==> src/rtl/rc_servo_pkg.sv <==
// Shared timing defaults, width type and vote helper for the servo tracker.
package rc_servo_pkg;

    localparam int unsigned DEF_W            = 16;
    localparam int unsigned DEF_TICK_DIV     = 50;
    localparam int unsigned DEF_FRAME_TICKS  = 20000;
    localparam int unsigned DEF_MIN_TICKS    = 1000;
    localparam int unsigned DEF_CENTER_TICKS = 1500;
    localparam int unsigned DEF_MAX_TICKS    = 2000;
    localparam int unsigned DEF_STEP         = 4;

    typedef logic [DEF_W-1:0] width_t;

    function automatic logic maj3(input logic [2:0] v);
        return (v[0] & v[1]) | (v[0] & v[2]) | (v[1] & v[2]);
    endfunction

endpackage

==> src/rtl/rc_servo_chan.sv <==
// One tracking channel: comparator synchroniser, 3-tick vote history,
// clamped pulse-width register and registered PWM compare.
module rc_servo_chan
    import rc_servo_pkg::*;
#(
    parameter int unsigned W            = DEF_W,
    parameter int unsigned MIN_TICKS    = DEF_MIN_TICKS,
    parameter int unsigned CENTER_TICKS = DEF_CENTER_TICKS,
    parameter int unsigned MAX_TICKS    = DEF_MAX_TICKS,
    parameter int unsigned STEP         = DEF_STEP
) (
    input  logic         clk_i,
    input  logic         reset_i,
    input  logic         comp_async_i,
    input  logic         en_i,
    input  logic         hold_i,
    input  logic         tick_i,
    input  logic         frame_end_i,
    input  logic [W-1:0] frame_count_i,
    output logic         pwm_o,
    output logic [W-1:0] width_o
);

    localparam logic [W-1:0] CenterT = W'(CENTER_TICKS);
    localparam logic [W:0]   MinX    = (W+1)'(MIN_TICKS);
    localparam logic [W:0]   MaxX    = (W+1)'(MAX_TICKS);
    localparam logic [W:0]   StepX   = (W+1)'(STEP);

    logic [1:0]   sync_q, sync_d;
    logic [2:0]   hist_q, hist_d;
    logic [W-1:0] width_q, width_d;
    logic         pwm_q, pwm_d;
    logic         vote;
    logic [W:0]   width_ext, up_sum, dn_diff;

    // Vote is taken from the history as it stands before this cycle's shift.
    assign vote      = maj3(hist_q);
    assign width_ext = {1'b0, width_q};
    assign up_sum    = width_ext + StepX;
    assign dn_diff   = width_ext - StepX;

    always_comb begin
        sync_d  = {sync_q[0], comp_async_i};
        hist_d  = hist_q;
        width_d = width_q;
        pwm_d   = en_i & (frame_count_i < width_q);

        if (tick_i) begin
            hist_d = {hist_q[1:0], sync_q[1]};
        end

        if (!en_i) begin
            width_d = CenterT;
        end else if (frame_end_i && !hold_i) begin
            if (vote) begin
                width_d = (up_sum > MaxX) ? MaxX[W-1:0] : up_sum[W-1:0];
            end else begin
                // dn_diff is only taken when it cannot underflow.
                width_d = (width_ext < MinX + StepX) ? MinX[W-1:0] : dn_diff[W-1:0];
            end
        end
    end

    always_ff @(posedge clk_i) begin
        if (reset_i) begin
            sync_q  <= '0;
            hist_q  <= '0;
            width_q <= CenterT;
            pwm_q   <= 1'b0;
        end else begin
            sync_q  <= sync_d;
            hist_q  <= hist_d;
            width_q <= width_d;
            pwm_q   <= pwm_d;
        end
    end

    assign pwm_o   = pwm_q;
    assign width_o = width_q;

endmodule

==> src/rtl/rc_servo_track_nch.sv <==
// Multi-channel RC servo tracker: shared tick prescaler and frame timebase
// driving NUM_CH independent comparator-steered pulse-width channels.
module rc_servo_track_nch
    import rc_servo_pkg::*;
#(
    parameter int unsigned NUM_CH       = 2,
    parameter int unsigned W            = DEF_W,
    parameter int unsigned TICK_DIV     = DEF_TICK_DIV,
    parameter int unsigned FRAME_TICKS  = DEF_FRAME_TICKS,
    parameter int unsigned MIN_TICKS    = DEF_MIN_TICKS,
    parameter int unsigned CENTER_TICKS = DEF_CENTER_TICKS,
    parameter int unsigned MAX_TICKS    = DEF_MAX_TICKS,
    parameter int unsigned STEP         = DEF_STEP
) (
    input  logic                clk_i,
    input  logic                reset_i,
    input  logic [NUM_CH-1:0]   comp_async_i,
    input  logic [NUM_CH-1:0]   ch_en_i,
    input  logic                hold_i,
    output logic [NUM_CH-1:0]   pwm_o,
    output logic [NUM_CH*W-1:0] pos_o,
    output logic                frame_start_o
);

    if (!(MIN_TICKS <= CENTER_TICKS && CENTER_TICKS <= MAX_TICKS &&
          MAX_TICKS < FRAME_TICKS && FRAME_TICKS < (64'd1 << W) &&
          STEP >= 1 && TICK_DIV >= 1 && NUM_CH >= 1 && NUM_CH <= 8)) begin : g_param_check
        $error("rc_servo_track_nch: inconsistent timing parameters");
    end

    localparam int unsigned     PreW      = (TICK_DIV > 1) ? $clog2(TICK_DIV) : 1;
    localparam logic [PreW-1:0] PreLast   = PreW'(TICK_DIV - 1);
    localparam logic [W-1:0]    FrameLast = W'(FRAME_TICKS - 1);

    logic [PreW-1:0] pre_q, pre_d;
    logic [W-1:0]    frame_q, frame_d;
    logic            frame_start_q, frame_start_d;
    logic            tick, frame_end;

    assign tick      = (pre_q == PreLast);
    assign frame_end = tick && (frame_q == FrameLast);

    always_comb begin
        pre_d   = tick ? '0 : pre_q + PreW'(1);
        frame_d = frame_q;
        if (tick) begin
            frame_d = frame_end ? '0 : frame_q + W'(1);
        end
        // Registered from the wrap itself, so the post-reset frame gets no pulse.
        frame_start_d = frame_end;
    end

    always_ff @(posedge clk_i) begin
        if (reset_i) begin
            pre_q         <= '0;
            frame_q       <= '0;
            frame_start_q <= 1'b0;
        end else begin
            pre_q         <= pre_d;
            frame_q       <= frame_d;
            frame_start_q <= frame_start_d;
        end
    end

    assign frame_start_o = frame_start_q;

    for (genvar i = 0; i < NUM_CH; i++) begin : g_chan
        rc_servo_chan #(
            .W            (W),
            .MIN_TICKS    (MIN_TICKS),
            .CENTER_TICKS (CENTER_TICKS),
            .MAX_TICKS    (MAX_TICKS),
            .STEP         (STEP)
        ) u_chan (
            .clk_i         (clk_i),
            .reset_i       (reset_i),
            .comp_async_i  (comp_async_i[i]),
            .en_i          (ch_en_i[i]),
            .hold_i        (hold_i),
            .tick_i        (tick),
            .frame_end_i   (frame_end),
            .frame_count_i (frame_q),
            .pwm_o         (pwm_o[i]),
            .width_o       (pos_o[i*W +: W])
        );
    end

endmodule

==> config.mk <==
export PLATFORM = sky130hd
export DESIGN_NAME = rc_servo_track_nch
export DESIGN_NICKNAME = d
export VERILOG_FILES = /design/src/rtl/rc_servo_pkg.sv /design/src/rtl/rc_servo_chan.sv /design/src/rtl/rc_servo_track_nch.sv
export SDC_FILE = /design/constraint.sdc
export NUM_CORES = 1
export LEC_CHECK = 0
export ABC_CLOCK_PERIOD_IN_PS = 6700
export CAP_MARGIN = 20
export CORE_MARGIN = 5
export CORE_UTILIZATION = 64
export CTS_CLUSTER_SIZE = 16
export DETAILED_ROUTE_END_ITERATION = 7
export PLACE_DENSITY_LB_ADDON = 0.3
export SLEW_MARGIN = 15
export SYNTH_ARGS = -nofsm -noshare
export SYNTH_HDL_FRONTEND = slang
export SYNTH_HIERARCHICAL = 1
export SYNTH_SLANG_ARGS = --single-unit
export TNS_END_PERCENT = 10
==> constraint.sdc <==
create_clock -name clk_i -period 6.7 [get_ports clk_i]
set_input_delay 1.34 -clock clk_i [delete_from_list [all_inputs] [get_ports clk_i]]
set_output_delay 1.34 -clock clk_i [all_outputs]
set_load 0.02 [all_outputs]
After elaboration in Yosys (flattened, before gate mapping)
Cells that the tools add are included.
{"block": "word_totals", "register_bits": 67, "in_bits": 7, "out_inout_bits": 35}
{"block": "classes", "n_addsub": 6, "order_cmp": 6, "eq_ne": 2, "muxes": 7, "bitwise_logic": 14, "n_reduce_logical": 6}
{"cell": "$mux 16", "count": 7}
{"cell": "$add 16x3->17 const B", "count": 2}
{"cell": "$gt 17x11->1 const B", "count": 2}
{"cell": "$lt 16x10->1 const B", "count": 2}
{"cell": "$lt 16x16->1", "count": 2}
{"cell": "$sub 16x3->16 const B", "count": 2}
{"cell": "$add 16x1->16 const B", "count": 1}
{"cell": "$eq 16x15->1 const B", "count": 1}
{"cell": "$and 1x1->1", "count": 8}
{"cell": "$add 6x1->6 const B", "count": 1}
{"cell": "$eq 6x6->1 const B", "count": 1}
{"cell": "$reduce_or 2->1", "count": 3}
{"cell": "$or 1x1->1", "count": 4}
{"cell": "$logic_and 1x1->1", "count": 2}
{"cell": "$not 1->1", "count": 2}
{"cell": "$logic_not 1->1", "count": 1}

Longest topological paths before layout
Gate-level depths: netlist (run 1).
{"block": "logic_depth", "depth_word": 4, "depth_mapped": 10, "mapped_depth_nobuf": 10}

Cells and area by module
Netlist (run 1), hierarchy kept.
{"mod": "rc_servo_chan", "instances": 2, "cells_each": 248, "area_each_um2": 1918.1, "seq_area_each_um2": 400.4}
{"mod": "rc_servo_track_nch", "instances": 1, "cells_each": 122, "area_each_um2": 1054.8, "seq_area_each_um2": 460.4}

Least setup slack after synthesis (run 1)
Ideal clock, no wire load.
{"block": "synth_path", "kind": "input -> register", "from": "input ch_en_i[0]", "to": "register g_chan[0].u_chan.width_q[7]", "t_arrival_ps": 2360, "required_ps": 6558, "slack_ps": 4198, "stages": 5, "path_buffers": 0, "path_cell_list": "nor2b_1 > nand2_1 > or4_1 > o21ai_1 > a41oi_2"}
{"block": "synth_via", "elab_chain_len": 2}
{"item": "start: declaration", "line": "rc_servo_track_nch.sv:18", "rtl": "input logic [NUM_CH-1:0] ch_en_i,"}
{"item": "$not 1->1 (no source line)"}
{"item": "$reduce_or 2->1 (no source line)"}
{"item": "end signal: assignment", "line": "rc_servo_chan.sv:68", "rtl": "width_q <= CenterT;"}
{"item": "end signal: assignment", "line": "rc_servo_chan.sv:73", "rtl": "width_q <= width_d;"}
{"item": "end: declaration", "line": "rc_servo_chan.sv:31", "rtl": "logic [W-1:0] width_q, width_d;"}
No other way between the ends.
A chain may end at the register's enable or synchronous reset.

Final worst setup path (run 1)
{"block": "layout_path", "from": "input hold_i", "to": "register g_chan[0].u_chan.width_q[7]"}
{"block": "layout_via", "elab_chain_len": 2}
{"item": "start: declaration", "line": "rc_servo_track_nch.sv:19", "rtl": "input logic hold_i,"}
{"item": "$logic_not 1->1", "line": "rc_servo_chan.sv:54", "rtl": "end else if (frame_end_i && !hold_i) begin"}
{"item": "$logic_and 1x1->1", "line": "rc_servo_chan.sv:54"}
No other way between the ends.

==> results.yml, run 1 <==
outcome:
  outcome: "finished clean"
global_route:
  grt_pass1_wl_um: 22400
  antenna_found_initial: 0
  grt_pass1_vias: 4671
  gr-usage-all-layers_pct: 28.2
  grt-ovfl-total: 0
  grt_max_degree: 25
synthesis:
  synth_edf_count: 0
  ys.flop_type: "dfxtp_1"
  synth_warnings: 6
  synth_cell_types: 73
  seq_area_frac_synth_pct: 25.8
  avgSynthCellArea_um2: 7.91
  synthCells: 618
  async_reset_ff_share_pct: 0
  synth_area_um2: 4890
  ys_ff_latch: 63
clock_network:
  htreeDepth: 3
  cts-resized-gates: 0
  insertion_delay_ns: 0.35
  cts_max_path_buffers: 2
  clk_pin_slew_ns: 0.08
  cts_root_buffer: "clkbuf_8"
  cts_tree: "done"
  cts_hold_buf: 0
  cts_setup_buffers: 0
  clock_sinks: 63
  numCtsBuffers: 9
detailed_routing:
  drc: 0
  via_per_inst: 6.76
  first_pass_iters: 6
  routed_wl_um: 13500
  vias: 4956
  wire_per_inst_um: 18.5
  drtAntennaViolNets: 0
  detail_route.iter0.violations: 509
floorplan:
  die_h_um: 97.4
  rows: 31
  die_area_um2: 9490
  ios: 42
  core-area_um2: 7330
  start_util_pct: 66.7
  die_w_um: 97.4
cells_and_area:
  layout.nets: 671
  final_common_cell: "dfxtp_1"
  antennaDiodeCount: 0
  drive_above_1_share_pct: 8.20
  syn2layout_area_growth_pct: 9.57
  final_cell_area_um2: 5360
  nFillCells: 582
  final_cell_mix: "63 x dfxtp_1, 58 x nor2_1, 52 x a21oi_1"
placed_design:
  portBuffers: 37
  placed_area_um2: 5180
  gp_congestion: 0.953
  dpl.hpwl_um: 9850
timing:
  slew_headroom_pct: 24.7
  final.period_utilization_pct: 51.1
  slew_violations: 0
  setup_viol: 0
  max_freq_ghz: 0.292
  rsz0062_at_grt: "false"
  min_period_ns: 3.42
  max_slew.worst_pin.slew_ns: 1.13
  setup_tns_ns: 0
  skew_ns: 0.0186
  hold_viol: 0
hold_path:
  whs_path_depth: 1
  min_path_type: "reg -> reg"
worst_setup_path:
  r2r_cells: 8
  crit_type: "in -> reg"
  cp.required_ns: 6.90
  worst-path-max-fanout: 15
  cp-start-kind: "primary input"
  end_kind: "flip-flop"
  critPathMaxStageDelay_ns: 0.89
  slowest_stage: "nor2b_1"
  path_cells: "clkdlybuf4s50_1 -> nor2b_1 -> nand2_1 -> or4_1 -> o21ai_1 -> a41oi_2"
  arrival_ns: 3.62
  cp.depth: 6
  crit_buf_inv: 1
  cp_top_family: "simple AND/OR/NAND/NOR gates"
power:
  powerDensity_nw_per_um2: 132
  power.leakage_nw: 1.94
  max-vdd-ir-drop_mv: 0.123
job:
  maxCapViolCount: 0
-- worst reg2reg max path, delay by kind of cell (launching register included) --
kind / cells / cell delay, ns
flip-flops: 1 / 0.48
AND/OR/NAND/NOR: 6 / 2.58
AO/OA/AOI/OAI: 2 / 0.16
-- sequential cells by signal, indices dropped and copies added (netlist names) --
signal	flops
g_chan.u_chan/width_o	28
frame_q	16
g_chan.u_chan/hist_q	6
pre_q	6
g_chan.u_chan/sync_q	4
g_chan.u_chan/pwm_o	2
frame_start_o	1
-- layer usage --
layer  vias to the layer above  routed length, µm  part of all wire (%)  track usage [%]
met5                         -                  0                     0                0
met4                         0                409                   3.0             12.2
met3                        42               1210                   8.9             5.24
met2                       277               6170                    46             44.0
met1                      2315               5740                    42             37.9
li1                       2322                  -                     -                -
-- metrics by stage --
stage	utilization (%)	worst slack [ns]	total power [mW]	hold WS (ns)	instances
floorplan	-	4.20	0.402	0.414	620
global placement	70.7	3.05	0.409	0.417	717
detailed placement	70.7	2.99	0.410	0.436	717
CTS	73.1	3.36	0.708	0.457	733
global route	73.1	3.12	0.734	0.471	733
finish	73.1	3.28	0.705	0.454	733
-- synthesized netlist by cell type, types with 3 or more instances --
cell type	n	area (µm²)
dfxtp_1	63	1260
nor2_1	58	218
a21oi_1	52	260
ha_1	35	438
nor3_1	32	160
inv_1	30	113
nand2_1	28	105
nand3_1	23	115
nand4_1	20	125
o21ai_0	20	100
buf_2	17	85.1
xnor2_1	16	140
o21ai_1	14	70.1
a211oi_1	12	90.1
clkbuf_1	12	45.0
nor2b_1	12	75.1
mux2i_1	10	100
nor4_1	8	50.1
and4_1	7	61.3
xor2_1	7	61.3
a21o_1	6	45.0
a31oi_1	6	37.5
buf_4	6	45.0
o211ai_1	6	45.0
o21a_1	6	45.0
o22ai_1	6	37.5
nand2b_1	5	31.3
or3_1	5	31.3
a32oi_1	4	35.0
buf_6	4	45.0
nor4_2	4	50.1
o31ai_1	4	30.0
o32ai_1	4	35.0
and3_1	3	18.8
nor3b_1	3	22.5
or4_1	3	22.5
-- area by class of cell --
type / count / area (µm²) / share of cell area, %
Clock inverter: 7 / 52.6 / 0.981
Multi-Input combinational cell: 483 / 3280 / 61.3
Tap cell: 99 / 124 / 2.31
Sequential cell: 63 / 1260 / 23.5
Clock buffer: 9 / 124 / 2.31
Inverter: 32 / 120 / 2.24
Timing Repair Buffer: 40 / 393 / 7.33
-- path summary, 6_finish.rpt --
kind / startpoint / to / slack [ns]
worst max-delay path: hold_i / g_chan[0].u_chan/width_o[7] / 3.28
worst min-delay path: g_chan[0].u_chan/sync_q[0] / g_chan[0].u_chan/sync_q[1] / 0.45
worst max register to register: frame_q[10] / g_chan[0].u_chan/width_o[7] / 3.34
worst min register to register: g_chan[0].u_chan/sync_q[0] / g_chan[0].u_chan/sync_q[1] / 0.45
-- power breakdown --
| part | switching (mW) | internal (mW) | leakage (nW) | total (mW) |
|---|---|---|---|---|
| sequential | 0.00189 | 0.377 | 0.510 | 0.379 |
| clock | 0.165 | 0.138 | 0.0908 | 0.303 |
| combinational | 0.0137 | 0.00899 | 1.34 | 0.0227 |
-- cells by family after synthesis --
group                      after synthesis  share of synthesized area, %
adders and majority gates               37                          9.36
other                                    2                         0.154
buffers and inverters                   74                          7.21
muxes                                   12                          2.51
DFF                                     63                          25.8
xor gates and xnor gates                23                          4.12
AOI/OAI and AO/OA                      173                          24.1
and+or+nand+nor                        234                          26.8
Power figures use the tool's default switching activity.
==> run 2, diff against run 1 <==
--- a/config.mk
+++ b/config.mk
@@ -5,10 +5,10 @@
 export SDC_FILE = /design/constraint.sdc
 export NUM_CORES = 1
 export LEC_CHECK = 0
-export ABC_CLOCK_PERIOD_IN_PS = 6700
+export ABC_CLOCK_PERIOD_IN_PS = 2800
 export CAP_MARGIN = 20
 export CORE_MARGIN = 5
-export CORE_UTILIZATION = 64
+export CORE_UTILIZATION = 53
 export CTS_CLUSTER_SIZE = 16
 export DETAILED_ROUTE_END_ITERATION = 7
 export PLACE_DENSITY_LB_ADDON = 0.3
==> constraint.sdc (replaced) <==
create_clock -name clk_i -period 2.8 [get_ports clk_i]
set_input_delay 0.56 -clock clk_i [delete_from_list [all_inputs] [get_ports clk_i]]
set_output_delay 0.56 -clock clk_i [all_outputs]
set_load 0.02 [all_outputs]
==> results.yml, run 2 (same netlist as run 1, synthesis figures left out) <==
power:
  swShare_pct: 24.4
  intPower_mw: 1.34
  pwr-share-comb_pct: 3.3
  seqPwrFrac_pct: 51.4
  switchingPower_uw: 431
  power.leakage_nw: 2.05
  clkPwrFrac_pct: 45.3
  powerDensity_nw_per_um2: 318
  max-vdd-ir-drop_mv: 0.213
hold_path:
  min_path_type: "reg -> reg"
outcome:
  outcome: "finished clean"
detailed_routing:
  vias: 4996
  via_per_inst: 6.51
  detail_route.iter0.violations: 356
  first_pass_iters: 5
  wire_per_inst_um: 18.0
  drc: 0
  routed_wl_um: 13800
  drtAntennaViolNets: 0
floorplan:
  core-area_um2: 9110
  ios: 42
  rows: 35
  die_area_um2: 11200
  start_util_pct: 53.7
  die_h_um: 106
  die_w_um: 106
clock_network:
  cts_setup_buffers: 0
  htreeDepth: 3
  cts_tree: "done"
  cts_root_buffer: "clkbuf_8"
  clk_pin_slew_ns: 0.08
  cts_max_path_buffers: 2
  insertion_delay_ns: 0.34
  cts_hold_buf: 0
  numCtsBuffers: 9
  clock_sinks: 63
  cts-resized-gates: 0
global_route:
  gr-usage-all-layers_pct: 25.2
  antenna_found_initial: 0
  grt_pass1_wl_um: 23200
  grt_max_degree: 19
  grt-ovfl-total: 0
  grt_pass1_vias: 4681
worst_setup_path:
  path_cells: "nor4b_1 -> nand4_1 -> nor2_1 -> nor2b_1 -> nand2_1 -> or4_1 -> o21ai_1 -> a41oi_2"
  arrival_ns: 2.73
  worst-path-max-fanout: 9
  crit_type: "reg -> reg"
  critPathMaxStageDelay_ns: 0.49
  slowest_stage: "or4_1"
  cp-start-kind: "flip-flop"
  cp.required_ns: 3.00
  end_kind: "flip-flop"
timing:
  setup_viol: 0
  min_period_ns: 2.53
  hold_viol: 0
  worst_slack_ns: 0.267
  hold_ws_ns: 0.448
  slew_violations: 0
  max_slew.worst_pin.slew_ns: 0.708
  rsz0062_at_grt: "false"
  skew_ns: 0.0144
  max_freq_ghz: 0.395
  final.period_utilization_pct: 90.5
  setup_tns_ns: 0
  slew_headroom_pct: 52.7
placed_design:
  dpl_worst_slack_ns: 0.332
  dpl.hpwl_um: 10100
  dp_cells: 752
  gp_congestion: 0.936
  portBuffers: 37
cells_and_area:
  antennaDiodeCount: 0
  final_common_cell: "dfxtp_1"
  layout.nets: 694
  final_cell_mix: "63 x dfxtp_1, 58 x nor2_1, 52 x a21oi_1"
  drive_above_1_share_pct: 11.3
  largest_reg_flops: 28
  nFillCells: 830
  syn2layout_area_growth_pct: 13.7
  layoutNonFillerInstCount: 768
job:
  maxCapViolCount: 0
==> run 2: cell count changes in the layout (fill, tap and decap cells not counted) <==
cell	change
clkinv_4	+1
bufinv_16	+1
clkbuf_1	+1
inv_6	-4
clkinv_2	+1
buf_4	+23
==> run 2: worst max-delay path: cells and delay by family (launching register included) <==
family / cells / cell delay, ns
AND/OR/NAND/NOR: 6 / 1.84
flip-flops: 1 / 0.40
AO/OA/AOI/OAI: 2 / 0.16
==> run 2: power by group through the flow <==
stage / clock network [mW] / registers [mW] / logic, mW
after floorplan: 0 / 0.930 / 0.0335
after global placement: 0 / 0.928 / 0.0581
after detailed placement: 0 / 0.929 / 0.0584
after CTS: 0.826 / 0.907 / 0.0586
after global routing: 0.861 / 0.909 / 0.0641
final: 0.800 / 0.907 / 0.0592
==> run 2: metal layers <==
metal | GRT usage, % | vias to the layer above | part of all wire, %
met5 | 0 | - | 0
met4 | 9.90 | 0 | 2.3
met3 | 5.04 | 28 | 8.6
met2 | 39.0 | 251 | 45
met1 | 34.4 | 2356 | 44
li1 | - | 2361 | -
==> run 2: final cells by class <==
class                           instances  area [µm²]  area share [%]
Clock inverter                          6        61.3            1.10
Sequential cell                        63        1260            22.7
Multi-Input combinational cell        483        3280            59.1
Clock buffer                           10         128            2.30
Tap cell                              111         139            2.50
Timing Repair Buffer                   63         566            10.2
Inverter                               32         120            2.16
==> run 2: metrics by stage <==
| stage | total power, mW | instance area, µm² | utilization, % |
|---|---|---|---|
| after floorplan | 0.963 | 4900 | - |
| after global placement | 0.986 | 5370 | 59.0 |
| after detailed placement | 0.987 | 5370 | 59.0 |
| after CTS | 1.79 | 5560 | 61.0 |
| after global routing | 1.83 | 5560 | 61.0 |
| final | 1.77 | 5560 | 61.0 |
==> run 2: path summary, 6_finish.rpt <==
check | from | endpoint | slack [ns] | depth (start not counted)
worst max-delay path | frame_q[12] | g_chan[1].u_chan/width_o[7] | 0.27 | 8
worst min-delay path | g_chan[0].u_chan/sync_q[0] | g_chan[0].u_chan/sync_q[1] | 0.45 | 1
worst max register to register | frame_q[12] | g_chan[1].u_chan/width_o[7] | 0.27 | 8
worst min register to register | g_chan[0].u_chan/sync_q[0] | g_chan[0].u_chan/sync_q[1] | 0.45 | 1
